`src/rtl/line_reader_pkg.sv`:
```
// Shared word/line types for the LC-3b datapath and the cache, plus the
// line_reader FSM encoding.
package lc3b_types;
    typedef logic [15:0] lc3b_word;
endpackage : lc3b_types

package cache_types;
    import lc3b_types::*;

    localparam int CACHE_LINE_WORDS = 8;

    typedef logic [127:0] cache_line;
    typedef logic [2:0]   cache_read_offset;

    typedef enum logic [1:0] {
        LR_IDLE,
        LR_SINGLE,
        LR_BURST
    } line_reader_state_t;
endpackage : cache_types

```
`src/rtl/line_reader_word_select.sv`:
```
// Combinational 8:1 selection of one 16-bit word from a cache line.
// Word 0 occupies bits [15:0]; shared with the write-merge path.
module line_word_select
    import lc3b_types::*;
    import cache_types::*;
(
    input  cache_line        line,
    input  cache_read_offset offset,
    output lc3b_word         word
);

    always_comb begin
        word = line[{offset, 4'b0000} +: 16];
    end

endmodule : line_word_select

```
`src/rtl/line_reader.sv`:
```
// Captures a cache line and returns either one word or an 8-word
// critical-word-first wrapping burst over a valid/ready stream.
module line_reader
    import lc3b_types::*;
    import cache_types::*;
#(
    parameter int LINE_WORDS = CACHE_LINE_WORDS
) (
    input  logic         clk,
    input  logic         reset,
    input  logic         req_valid,
    output logic         req_ready,
    input  logic         req_burst,
    input  logic [2:0]   req_offset,
    input  logic [127:0] req_line,
    output logic [15:0]  rdata,
    output logic         rdata_valid,
    output logic         rdata_last,
    input  logic         rdata_ready
);

    line_reader_state_t state_q, state_d;
    cache_line          line_q;
    cache_read_offset   idx_q;
    logic [2:0]         cnt_q;
    lc3b_word           word_sel;

    logic req_accept;
    logic beat_accept;

    assign req_accept  = req_valid && req_ready;
    assign beat_accept = rdata_valid && rdata_ready;

    // NOTE: sequential state uses non-blocking assignments so every register
    // samples the pre-edge value of every other register.
    always_ff @(posedge clk or posedge reset) begin
        if (reset) begin
            state_q <= LR_IDLE;
        end else begin
            state_q <= state_d;
        end
    end

    // NOTE: the captured line is a plain register, not a memory, so it is
    // cleared on reset like the rest of the datapath state.
    always_ff @(posedge clk or posedge reset) begin
        if (reset) begin
            line_q <= '0;
            idx_q  <= '0;
            cnt_q  <= '0;
        end else if (req_accept) begin
            line_q <= req_line;
            idx_q  <= req_offset;
            cnt_q  <= '0;
        end else if (beat_accept && state_q == LR_BURST) begin
            idx_q <= idx_q + 3'd1;
            cnt_q <= cnt_q + 3'd1;
        end
    end

    // Control outputs depend on state only; inputs steer only the next state.
    // NOTE: every signal written here gets a default first so no latch is inferred.
    always_comb begin
        state_d     = state_q;
        req_ready   = 1'b0;
        rdata_valid = 1'b0;
        rdata_last  = 1'b0;
        unique case (state_q)
            LR_IDLE: begin
                req_ready = 1'b1;
                if (req_valid) begin
                    state_d = req_burst ? LR_BURST : LR_SINGLE;
                end
            end
            LR_SINGLE: begin
                rdata_valid = 1'b1;
                rdata_last  = 1'b1;
                if (rdata_ready) begin
                    state_d = LR_IDLE;
                end
            end
            LR_BURST: begin
                rdata_valid = 1'b1;
                rdata_last  = (cnt_q == 3'd7);
                if (rdata_ready && cnt_q == 3'd7) begin
                    state_d = LR_IDLE;
                end
            end
            default: begin
                state_d = LR_IDLE;
            end
        endcase
    end

    line_word_select u_word_select (
        .line   (line_q),
        .offset (idx_q),
        .word   (word_sel)
    );

    // Zero outside a beat keeps rdata at its reset value whenever idle.
    assign rdata = rdata_valid ? word_sel : 16'h0000;

    a_line_words : assert property (@(posedge clk) LINE_WORDS == CACHE_LINE_WORDS)
        else $error("line_reader: LINE_WORDS must be %0d", CACHE_LINE_WORDS);

endmodule : line_reader

```
`config.mk`:
```
export PLATFORM = sky130hd
export DESIGN_NAME = line_reader
export DESIGN_NICKNAME = d
export VERILOG_FILES = /design/src/rtl/line_reader_pkg.sv /design/src/rtl/line_reader_word_select.sv /design/src/rtl/line_reader.sv
export SDC_FILE = /design/constraint.sdc
export NUM_CORES = 1
export LEC_CHECK = 0
export CAP_MARGIN = 20
export CORE_UTILIZATION = 35
export DETAILED_ROUTE_END_ITERATION = 8
export PLACE_DENSITY = 0.6
export SETUP_SLACK_MARGIN = 0.3
export SLEW_MARGIN = 20
export SYNTH_ARGS = -nofsm -noshare
export SYNTH_HDL_FRONTEND = slang
export SYNTH_SLANG_ARGS = --single-unit
```
`constraint.sdc`:
```
create_clock -name clk -period 12.87 [get_ports clk]
set_input_delay 2.574 -clock clk [delete_from_list [all_inputs] [get_ports clk]]
set_output_delay 2.574 -clock clk [all_outputs]
set_load 0.02 [all_outputs]
```
-- Word-level counts from Yosys, hierarchy flattened
Index checks and enable logic that the tools add are counted.
W data, S select, Z words.
- register bits: 136
- word-level logic and storage cells: 34
- $add $sub $neg: 2
- eq/ne operators: 6
- shift operators: 1
- multiplexer cells: 13
- reduce and logical (&&, ||, !) cells: 8
- operators by type and width (cell ; number):
    $shiftx A128 B8 Y16 ; 1
    $mux W16 ; 1
    $mux W3 ; 4
    $mux W2 ; 4
    $add A3 B1 Y3 const B ; 2
    $pmux W2 S3 ; 1
    $logic_and A1 B1 Y1 ; 4
    $ne A2 B2 Y1 const B ; 2
    $eq A3 B3 Y1 const B ; 1
    $reduce_and A3 Y1 ; 1
    $eq A2 B1 Y1 const B ; 1
    $eq A2 B2 Y1 const B ; 1
    $logic_not A2 Y1 ; 1
    $mux W1 ; 2
    $ne A2 B1 Y1 const B ; 1
    $pmux W1 S2 ; 1
    $reduce_bool A2 Y1 ; 1
    $reduce_or A2 Y1 ; 1

-- Logic depth before layout (Yosys ltp)
Gate-level depths: netlist of the first run.
- word-level depth: 7
- depth in mapped cells: 7
- depth with buffers taken out: 5

-- By module
From an unflattened synthesis of the first run, not the netlist that was laid out.
- cell total of the unflattened synthesis: 665
- area total of the unflattened synthesis: 6547.5 um^2
- modules (own cells, without submodules) (module ; instances ; cells an instance ; area each (um^2) ; seq. area each (um^2)):
    line_reader ; 1 ; 608 ; 5476.5 ; 3403.3
    line_word_select ; 1 ; 57 ; 1071.0 ; 0.0

-- Worst setup path before layout of the first run
OpenSTA, ideal clock, no wires.
- kind: reg-to-output
- start: reg state_q[0]
- end: out rdata[10]
- arrival: 1873 ps
- path slack: 8423 ps
- cell stages (with the launch flop): 7
- path through: dfrtp_1 inv_1 ha_1 buf_2 clkbuf_1 o21ai_0 a221oi_1
- cells in the longest elaborated chain, start to end: 4
- elaborated cells between the ends (all ways): 5
- ends and longest elaborated chain (item ; line ; text):
    start, declared ; line_reader.sv:22 ; line_reader_state_t state_q, state_d;
    start signal, assigned ; line_reader.sv:40 ; state_q <= state_d;
    $eq A2 B2 Y1 / $eq A2 B1 Y1 (equally long branches) ; line_reader.sv:68 ; unique case (state_q)
    $reduce_or A2 Y1 (no source line) (*) ; -- ;
    $mux W1 (*) ; line_reader.sv:68 ;
    named net rdata_valid ; line_reader.sv:17 ; output logic rdata_valid,
    $mux W16 (*) ; line_reader.sv:102 ; assign rdata = rdata_valid ? word_sel : 16'h0000;
    end, declared ; line_reader.sv:16 ; output logic [15:0] rdata,
Mark *: on every way through the listed nets, which the timed path passes. The rest lies on a longest branch.

-- Worst setup path in the final report of the first run
- start: reg idx_q[0]
- end: out rdata[0]
- cells in the longest elaborated chain, start to end: 2
- ends and longest elaborated chain (item ; line ; text):
    start, declared ; line_reader.sv:24 ; cache_read_offset idx_q;
    start signal, assigned ; line_reader.sv:53 ; idx_q <= req_offset;
    start signal, assigned ; line_reader.sv:56 ; idx_q <= idx_q + 3'd1;
    $shiftx A128 B8 Y16 ; line_reader_word_select.sv:13 ; word = line[{offset, 4'b0000} +: 16];
    $mux W16 ; line_reader.sv:102 ;
No other way between the ends.

==> results of run 1 <==
## synth_stat cells, drive strengths merged
master   count  share of area, %
o21ai       19               1.5
a221oi      16               3.1
a21oi        1             0.077
and2         1             0.097
nand2b       2              0.23
ha           6               1.2
o2bb2ai      1              0.14
mux2        16               2.8
nor2b        2              0.19
nand4        1             0.097
mux4        16               5.9
nand3        1             0.077
inv         20               1.2
dfrtp      136                52
o32ai        1              0.14
a211o        1              0.14
nand2      388                22
a32o         1              0.15
clkbuf      13              0.77
buf         30               3.6
mux2i       19               2.9
a21boi       1              0.12
nor2         5              0.33
xor2         3              0.41
## through the flow
| step | area, sq um | std cells | setup slack, ns |
|---|---|---|---|
| after floorplan | 6480 | 700 | 6.66 |
| after global placement | 8080 | 1044 | 7.73 |
| after detailed placement | 8080 | 1044 | 7.71 |
| after CTS | 8640 | 1075 | 7.25 |
| after global routing | 8640 | 1075 | 7.10 |
| final | 8640 | 1075 | 7.29 |
## logic make-up after synthesis
group	after synthesis	synth area share, %
flops	136	52.5
xor+xnor	3	0.405
fa+ha+maj	6	1.16
mux	51	11.6
compound gates	41	5.35
simple gates	400	23.5
buf+inv	63	5.48
## metal layers
layer | vias up | part of all wire, % | GRT usage (%)
met3 | 18 | 4.8 | 4.81
met4 | 0 | 1.2 | 6.21
met1 | 2359 | 47 | 26.7
met2 | 125 | 47 | 29.9
met5 | - | 0 | 0
li1 | 2513 | - | -
## state kept, by name, summed over array words and instances (netlist names)
signal / cells
line_q: 128
cnt_q: 3
idx_q: 3
state_q: 2
## worst max-delay path, stage by stage (launching register included)
cell and delay, ns:
sky130_fd_sc_hd__dfrtp_1 0.93, sky130_fd_sc_hd__nand2b_2 0.42, sky130_fd_sc_hd__o21ai_0 0.14, sky130_fd_sc_hd__a221oi_1 0.40, sky130_fd_sc_hd__clkdlybuf4s50_1 0.69
## cell type report
cell class	instances	area, sq um
Timing Repair Buffer	158	1580
Multi-Input combinational cell	501	2730
Inverter	20	80.1
Clock buffer	19	433
Tap cell	229	287
Sequential cell	136	3400
Fill cell	1690	9440
Clock inverter	12	130
## how the worst max path moves through the flow
stage                                 endpoint  slack, ns
after global placement                rdata[0]       7.73
after CTS                             rdata[0]       7.25
final                                 rdata[0]       7.29
after floorplan           cnt_q[0]$_DFFE_PP0P_       6.66
after detailed placement              rdata[0]       7.71
after global routing                  rdata[0]       7.10
## where the power goes
part           switching (uW)  internal (uW)  total [uW]
clock                     183            283         466
combinational             519            409         928
sequential                162            639         801
total                     864           1330        2190
==> metrics.yaml, run 1 <==
sta:
  fmax_ghz: 0.179
  setup_viol: 0
  final-max-slew-violation-count: 0
  timing.final.hold_violations: 0
  min_period_ns: 5.58
  clock-skew-final_ns: 0.00762
  setup-tns-final_ns: 0
  grt_setup_unrepaired: "no"
  holdWs_ns: 0.469
  relSlewSlack_pct: 36.5
  timing_worst_slew_pin_value_ns: 0.953
  finalCritPeriodShare_pct: 43.3
cts:
  worst_skew_pair.late_latency_ns: 0.42
  clk_pin_slew_worst_paths_ns: 0.06
  cts_root_buffer: "sky130_fd_sc_hd__clkbuf_16"
  cts_htree_levels: 4
  max-clock-path-buffers: 2
  cts.repair_timing.setup_buffer_count: 0
  cts_num_sinks: 136
  tritoncts.num_buffers: 17
  cts_tree: "done"
  post_cts_repair_resize_count: 0
  ctsHoldBuffers: 0
detailed_routing:
  drc_errors: 22
  route.vias.total: 5015
  violation_count_after_the_first_detailed_route_iteration: 262
  drt_first_pass_iters: 6
  wl_per_cell_microns: 16.2
  vias_per_cell: 4.67
  antenna_violating_nets_remaining: 0
  routed_wirelength_microns: 17400
critical_path:
  critPathLaunch: "idx_q[0]$_DFFE_PP0P_"
  crit_type: "reg2out"
  timing.rr.end: "line_q[123]$_DFFE_PP0P_"
  worstReg2RegStart: "state_q[0]$_DFFE_PP0P_"
  timing.critical_path.arrival_ns: 3.00
  regToRegSetupSlack_ns: 10.34
  cp-end-kind: "output pin"
  kind_of_start_point_of_the_critical_path: "register"
  critical_path.max_fanout: 20
  cp_data_required_time_ns: 10.30
  r2r_cells: 6
floorplanning:
  die_ht_microns: 138
  coreArea_sq_um: 18100
  top_level_ports: 155
  dieWidth_microns: 138
  core.rowCount: 49
  floorplan.initialDensity_pct: 35.8
  die_outline_area_sq_um: 19100
pwr:
  finalPower_uw: 2190
  power.leakage_uw: 0.00423
  pwr_density_cell_nw_per_um2: 254
  max-vdd-ir-drop_v: 0.000154
layout:
  layout_overhead_on_the_synthesized_area_pct: 33.3
  layout_commonest_cell: "sky130_fd_sc_hd__nand2_1"
  post_route_cells_drive_above_1_share_pct: 8.87
  final_util_pct: 47.8
  diodes: 0
  finish.net_count: 976
  commonest_non_fill_non_tap_cells_in_the_layout: "sky130_fd_sc_hd__nand2_1 (387), sky130_fd_sc_hd__clkdlybuf4s50_1 (154), sky130_fd_sc_hd__dfrtp_1 (135)"
hold_path:
  timing.hold.worst.start: "line_q[95]$_DFFE_PP0P_"
  min_path_cells: 2
  holdPathEnd: "line_q[95]$_DFFE_PP0P_"
  timing.hold.worst.class: "reg2reg"
yosys:
  syn-cell-area_sq_um: 6480
  synth.avg_cell_area_sq_um: 9.26
  synthDistinctLibCells: 34
  ys.warnings.count: 0
  synthesis.nets: 842
  synth-seq-cells: 136
  yosysSeqAreaShare_pct: 52.5
  cell_count_after_synthesis: 700
placement:
  place.port_buffers: 154
  post-dp-hpwl_microns: 12500
  routability_congestion: 0.784
global_routing:
  grt-ovfl-total: 0
  grt_pass1_wl_microns: 28100
  maximum_number_of_pins_on_one_net_before_global_route_repair: 96
  antenna_found_initial: 0
  first_global_vias: 5184
  grt.total_usage_pct: 19.3
run_status:
  run_status: "finished, violations left"
  violations: "design-rule violations"
job:
  number_of_maximum_capacitance_constraint_violations: 0
No activity file was read; power rests on OpenSTA's default activity.
==> run 2: changes to the inputs <==
clock period = 5.16 ns   (was 12.87 ns; I/O delays follow)
==> run 2 against run 1 <==
Critical path type unchanged. First-iteration DRC count increased by 43%. The run still ends with design-rule violations left. Clock power increased by 130%. Worst setup slack got worse by 6.2 ns. Non-clock buffer count increased by 3. Power increased by 150%. Cell area decreased by 0.16%.
==> metrics.yaml, run 2 (same netlist as run 1, synthesis figures left out) <==
floorplanning:
  coreArea_sq_um: 18100  # unchanged
  core.rowCount: 49  # unchanged
  top_level_ports: 155  # unchanged
  dieWidth_microns: 138  # unchanged
  die_outline_area_sq_um: 19100  # unchanged
  floorplan.initialDensity_pct: 35.8  # unchanged
  die_ht_microns: 138  # unchanged
layout:
  commonest_non_fill_non_tap_cells_in_the_layout: "sky130_fd_sc_hd__nand2_1 (387), sky130_fd_sc_hd__clkdlybuf4s50_1 (154), sky130_fd_sc_hd__dfrtp_1 (135)"
  layout_commonest_cell: "sky130_fd_sc_hd__nand2_1"
  finish.net_count: 979  # +0.31%
  layout_overhead_on_the_synthesized_area_pct: 33.1
  final_util_pct: 47.7  # -0.076 points
  post_route_cells_drive_above_1_share_pct: 8.74  # -0.13 points
  largest_register_ff_count: 128  # unchanged
  top_register: "line_q"
  reg.largest.list: "line_q: 128 flops, cnt_q: 3 flops, idx_q: 3 flops"
cts:
  worst_skew_pair.late_latency_ns: 0.42  # about the same
  post_cts_repair_resize_count: 0  # unchanged
  cts_tree: "done"
  ctsHoldBuffers: 0  # unchanged
  clk_pin_slew_worst_paths_ns: 0.05  # about the same
  cts_root_buffer: "sky130_fd_sc_hd__clkbuf_16"
  max-clock-path-buffers: 2  # unchanged
  cts.repair_timing.setup_buffer_count: 0  # unchanged
  tritoncts.num_buffers: 17  # unchanged
  cts_num_sinks: 136  # unchanged
  cts_htree_levels: 4  # unchanged
sta:
  relSlewSlack_pct: 33.5  # -3.0 points
  clock-skew-final_ns: 0.00673  # -0.000889 ns
  min_period_ns: 4.07
  timing.final.hold_violations: 0  # unchanged
  setup-tns-final_ns: 0  # unchanged
  grt_setup_unrepaired: "no"
  timing_worst_slew_pin_value_ns: 0.997  # +0.0443 ns
  setup_viol: 0  # unchanged
  fmax_ghz: 0.246
  finalCritPeriodShare_pct: 78.8
  final.setup.worst_slack_ns: 1.09  # -6.20 ns
  final-max-slew-violation-count: 0  # unchanged
placement:
  preCtsSetupSlack_ns: 1.49  # -6.22 ns
  place.port_buffers: 154  # unchanged
  post-dp-hpwl_microns: 12300  # -1.2%
  routability_congestion: 0.794  # +1.2%
critical_path:
  cp_data_required_time_ns: 4.13  # -6.17 ns
  cp_num_buf_inv: 1  # unchanged
  timing.critical_path.arrival_ns: 3.04  # +0.04 ns
  crit_cells: 3  # -1
  cp_cell_sequence: "nor2_2 -> a221oi_1 -> clkdlybuf4s50_1"
  critical_path.max_fanout: 20  # unchanged
  kind_of_start_point_of_the_critical_path: "register"
  r2r_cells: 6  # unchanged
  crit_path_max_incr_delay_ns: 0.99  # +0.06 ns
  slowest_stage_cell_on_the_critical_path: "sky130_fd_sc_hd__dfrtp_1"
  cpLargestDelayFamily: "flip-flops"
  cp-end-kind: "output pin"
  crit_type: "reg2out"
run_status:
  violations: "design-rule violations"
  run_status: "finished, violations left"
global_routing:
  antenna_found_initial: 1  # +1
  grt_pass1_wl_microns: 27300  # -2.8%
  first_global_vias: 5092  # -1.8%
  grt-ovfl-total: 0  # unchanged
  grt.total_usage_pct: 18.8  # -0.49 points
  maximum_number_of_pins_on_one_net_before_global_route_repair: 80  # -17%
hold_path:
  min_path_cells: 2  # unchanged
  timing.hold.worst.class: "reg2reg"
pwr:
  max-vdd-ir-drop_v: 0.000272  # +77%
  pwr_density_cell_nw_per_um2: 627  # +150%
  power.leakage_uw: 0.00424  # about the same
job:
  number_of_maximum_capacitance_constraint_violations: 0  # unchanged
detailed_routing:
  antenna_violating_nets_remaining: 0  # unchanged
  wl_per_cell_microns: 15.9  # -1.4%
  vias_per_cell: 4.70  # +0.81%
  drc_errors: 44  # +100%
  route.vias.total: 5065  # +1.0%
  violation_count_after_the_first_detailed_route_iteration: 375  # +43%
  drt_first_pass_iters: 6  # unchanged
  routed_wirelength_microns: 17200  # -1.2%
==> run 2: stage by stage <==
step           total power [uW]  std cells  hold WS [ns]  cell area [sq um]
5_1_grt                    5790       1076         0.485               8630
3_5_place_dp               4360       1047         0.458               8110
6_report                   5410       1077         0.468               8630
3_3_place_gp               4330       1047         0.453               8110
4_1_cts                    5450       1076         0.472               8630
2_1_floorplan              3580        700         0.437               6480
==> run 2: per-layer routing <==
metal	wire, microns	share of wire, %	GRT usage [%]	vias up
li1	-	-	-	2518
met1	8310	48	26.7	2385
met2	7710	45	28.4	148
met3	928	5.4	4.78	14
met4	216	1.3	5.62	0
met5	0	0	0	-
==> run 2: path summary, 6_finish.rpt <==
check,startpoint,to,slack (ns)
hold / removal,line_q[16]$_DFFE_PP0P_,line_q[16]$_DFFE_PP0P_,0.47
min in group asynchronous,reset,line_q[23]$_DFFE_PP0P_,1.09
hold reg to reg,line_q[16]$_DFFE_PP0P_,line_q[16]$_DFFE_PP0P_,0.47
setup / recovery,idx_q[1]$_DFFE_PP0P_,rdata[0],1.09
setup reg to reg,state_q[0]$_DFFE_PP0P_,line_q[127]$_DFFE_PP0P_,2.99
max in group asynchronous,reset,line_q[73]$_DFFE_PP0P_,3.11
==> run 2: power breakdown <==
group          internal (uW)  switching [uW]  total, uW  leakage, uW
logic                   1040            1350       2380      0.00230
clock network            653             416       1070     0.000259
registers               1590             360       1950      0.00168
total                   3280            2120       5410      0.00424
==> run 2: final cells by class <==
class                           instances  area [sq um]
Antenna cell                            1          2.50
Clock buffer                           25           495
Clock inverter                          4          20.0
Fill cell                            1700          9460
Inverter                               20          80.1
Multi-Input combinational cell        501          2730
Sequential cell                       136          3400
Tap cell                              229           287
Timing Repair Buffer                  161          1610
==> run 2: worst reg2reg max path, delay by kind of cell (launching register included) <==
| family | cells | cell delay (ns) |
|---|---|---|
| and+or+nand+nor | 3 | 0.88 |
| buffers and inverters | 2 | 0.52 |
| DFF | 1 | 0.37 |
| adders and majority gates | 1 | 0.32 |
==> run 3: changes to the inputs <==
clock period = 4 ns   (was 5.16 ns; I/O delays follow)
==> run 3 against run 2 <==
The run still ends with design-rule violations left. Critical path type unchanged. Clock skew grew 0.0019 ns. Cell area grew 1.1%. Critical endpoint is now rdata[15]. Highest routed layer unchanged. Largest cell class unchanged. Largest power group unchanged. Non-clock buffer count grew 4. Hold slack gained 0.00092 ns.
==> metrics.yaml, run 3 (same netlist as run 1, synthesis figures left out) <==
floorplanning:
  die_outline_area_sq_um: 19100  # unchanged
  coreArea_sq_um: 18100  # unchanged
  floorplan.initialDensity_pct: 35.8  # unchanged
  top_level_ports: 155  # unchanged
  dieWidth_microns: 138  # unchanged
  core.rowCount: 49  # unchanged
  die_ht_microns: 138  # unchanged
layout:
  commonest_non_fill_non_tap_cells_in_the_layout: "sky130_fd_sc_hd__nand2_1 (387), sky130_fd_sc_hd__clkdlybuf4s50_1 (154), sky130_fd_sc_hd__dfrtp_1 (135)"
  layout_overhead_on_the_synthesized_area_pct: 34.6
  layout_commonest_cell: "sky130_fd_sc_hd__nand2_1"
  largest_register_ff_count: 128  # unchanged
  reg.largest.list: "line_q: 128 flops, cnt_q: 3 flops, idx_q: 3 flops"
  final-instance-count-excl-fill: 1082  # +0.46%
  post_route_cells_drive_above_1_share_pct: 9.73  # +0.99 points
  finish.net_count: 983  # +0.41%
  diodes: 0  # -1
  top_register: "line_q"
detailed_routing:
  antenna_violating_nets_remaining: 0  # unchanged
  route.vias.total: 5071  # +0.12%
  vias_per_cell: 4.69  # -0.34%
  drt_first_pass_iters: 7  # +1
  violation_count_after_the_first_detailed_route_iteration: 425  # +13%
  wl_per_cell_microns: 15.8  # -0.91%
  routed_wirelength_microns: 17100  # -0.45%
  drc_errors: 22  # -50%
sta:
  setup-tns-final_ns: 0  # unchanged
  grt_setup_unrepaired: "no"
  setup_viol: 0  # unchanged
  relSlewSlack_pct: 44.5  # +11 points
  timing_worst_slew_pin_value_ns: 0.832  # -0.166 ns
  timing.final.hold_violations: 0  # unchanged
  fmax_ghz: 0.280
  final-max-slew-violation-count: 0  # unchanged
  finalCritPeriodShare_pct: 89.2
  clock-skew-final_ns: 0.00859  # +0.00186 ns
  min_period_ns: 3.57
placement:
  placed_cells_incl_taps: 1051  # +0.38%
  post-dp-hpwl_microns: 12100  # -1.2%
  place.port_buffers: 154  # unchanged
  routability_congestion: 0.805  # +1.5%
run_status:
  run_status: "finished, violations left"
  violations: "design-rule violations"
cts:
  ctsHoldBuffers: 0  # unchanged
  post_cts_repair_resize_count: 0  # unchanged
  cts_num_sinks: 136  # unchanged
  worst_skew_pair.late_latency_ns: 0.42  # about the same
  cts_tree: "done"
  cts_htree_levels: 4  # unchanged
  cts.repair_timing.setup_buffer_count: 0  # unchanged
  cts_root_buffer: "sky130_fd_sc_hd__clkbuf_16"
  clk_pin_slew_worst_paths_ns: 0.06  # about the same
  tritoncts.num_buffers: 17  # unchanged
  max-clock-path-buffers: 2  # unchanged
global_routing:
  first_global_vias: 5151  # +1.2%
  grt-ovfl-total: 0  # unchanged
  maximum_number_of_pins_on_one_net_before_global_route_repair: 137  # +71%
  grt_pass1_wl_microns: 27300  # +0.15%
  grt.total_usage_pct: 18.8  # about the same
  antenna_found_initial: 0  # -1
critical_path:
  crit_type: "reg2out"
  kind_of_start_point_of_the_critical_path: "register"
  critical_path.max_fanout: 20  # unchanged
  cp-end-kind: "output pin"
  regToRegSetupSlack_ns: 1.90  # -1.09 ns
  timing.critical_path.arrival_ns: 2.77  # -0.27 ns
  cp_data_required_time_ns: 3.20  # -0.93 ns
job:
  number_of_maximum_capacitance_constraint_violations: 0  # unchanged
pwr:
  max-vdd-ir-drop_v: 0.000371  # +36%
  pwr_density_cell_nw_per_um2: 815  # +30%
  power.leakage_uw: 0.00427  # +0.75%
hold_path:
  timing.hold.worst.class: "reg2reg"
run 3: metal layers:
metal  GRT usage, %  share of wire [%]  up-vias
met5              0                  0        -
met4           6.51                1.3        0
met3           4.88                4.7       10
met2           28.5                 45      131
met1           26.3                 49     2407
li1               -                  -     2523
run 3: worst max-delay path: stages (launching register included):
cell and delay (ns):
sky130_fd_sc_hd__dfrtp_1 0.35, sky130_fd_sc_hd__inv_1 0.08, sky130_fd_sc_hd__ha_1 0.67, sky130_fd_sc_hd__o21ai_0 0.17, sky130_fd_sc_hd__a221oi_1 0.39, sky130_fd_sc_hd__clkdlybuf4s50_1 0.69
run 3: layout make-up:
cell class	instances	area [sq um]
Tap cell	229	287
Inverter	20	78.8
Sequential cell	136	3400
Fill cell	1700	9360
Multi-Input combinational cell	501	2730
Timing Repair Buffer	165	1660
Clock inverter	11	101
Clock buffer	20	457
run 3: report_power, final:
group | switching [uW] | internal [uW]
sequential | 414 | 2060
clock | 592 | 881
combinational | 1780 | 1380
run 3: final timing paths:
path / to / startpoint / cells past startpoint
worst min register to register: line_q[29]$_DFFE_PP0P_ / line_q[29]$_DFFE_PP0P_ / 2
min in group asynchronous: line_q[43]$_DFFE_PP0P_ / reset / 3
max in group asynchronous: line_q[10]$_DFFE_PP0P_ / reset / 3
worst max-delay path: rdata[15] / state_q[0]$_DFFE_PP0P_ / 5
worst min-delay path: line_q[29]$_DFFE_PP0P_ / line_q[29]$_DFFE_PP0P_ / 2
worst max register to register: line_q[104]$_DFFE_PP0P_ / state_q[0]$_DFFE_PP0P_ / 6
run 3: stage by stage:
| stage | power [uW] | util (%) | setup WS [ns] | hold WS, ns | cell area [sq um] |
|---|---|---|---|---|---|
| 4_1_cts | 7180 | 48.2 | 0.449 | 0.471 | 8720 |
| 2_1_floorplan | 4620 | - | 1.33 | 0.437 | 6490 |
| 5_1_grt | 7600 | 48.2 | 0.307 | 0.483 | 8720 |
| 6_report | 7110 | 48.2 | 0.432 | 0.469 | 8720 |
| 3_3_place_gp | 5630 | 45.1 | 0.908 | 0.450 | 8170 |
| 3_5_place_dp | 5680 | 45.1 | 0.897 | 0.455 | 8170 |
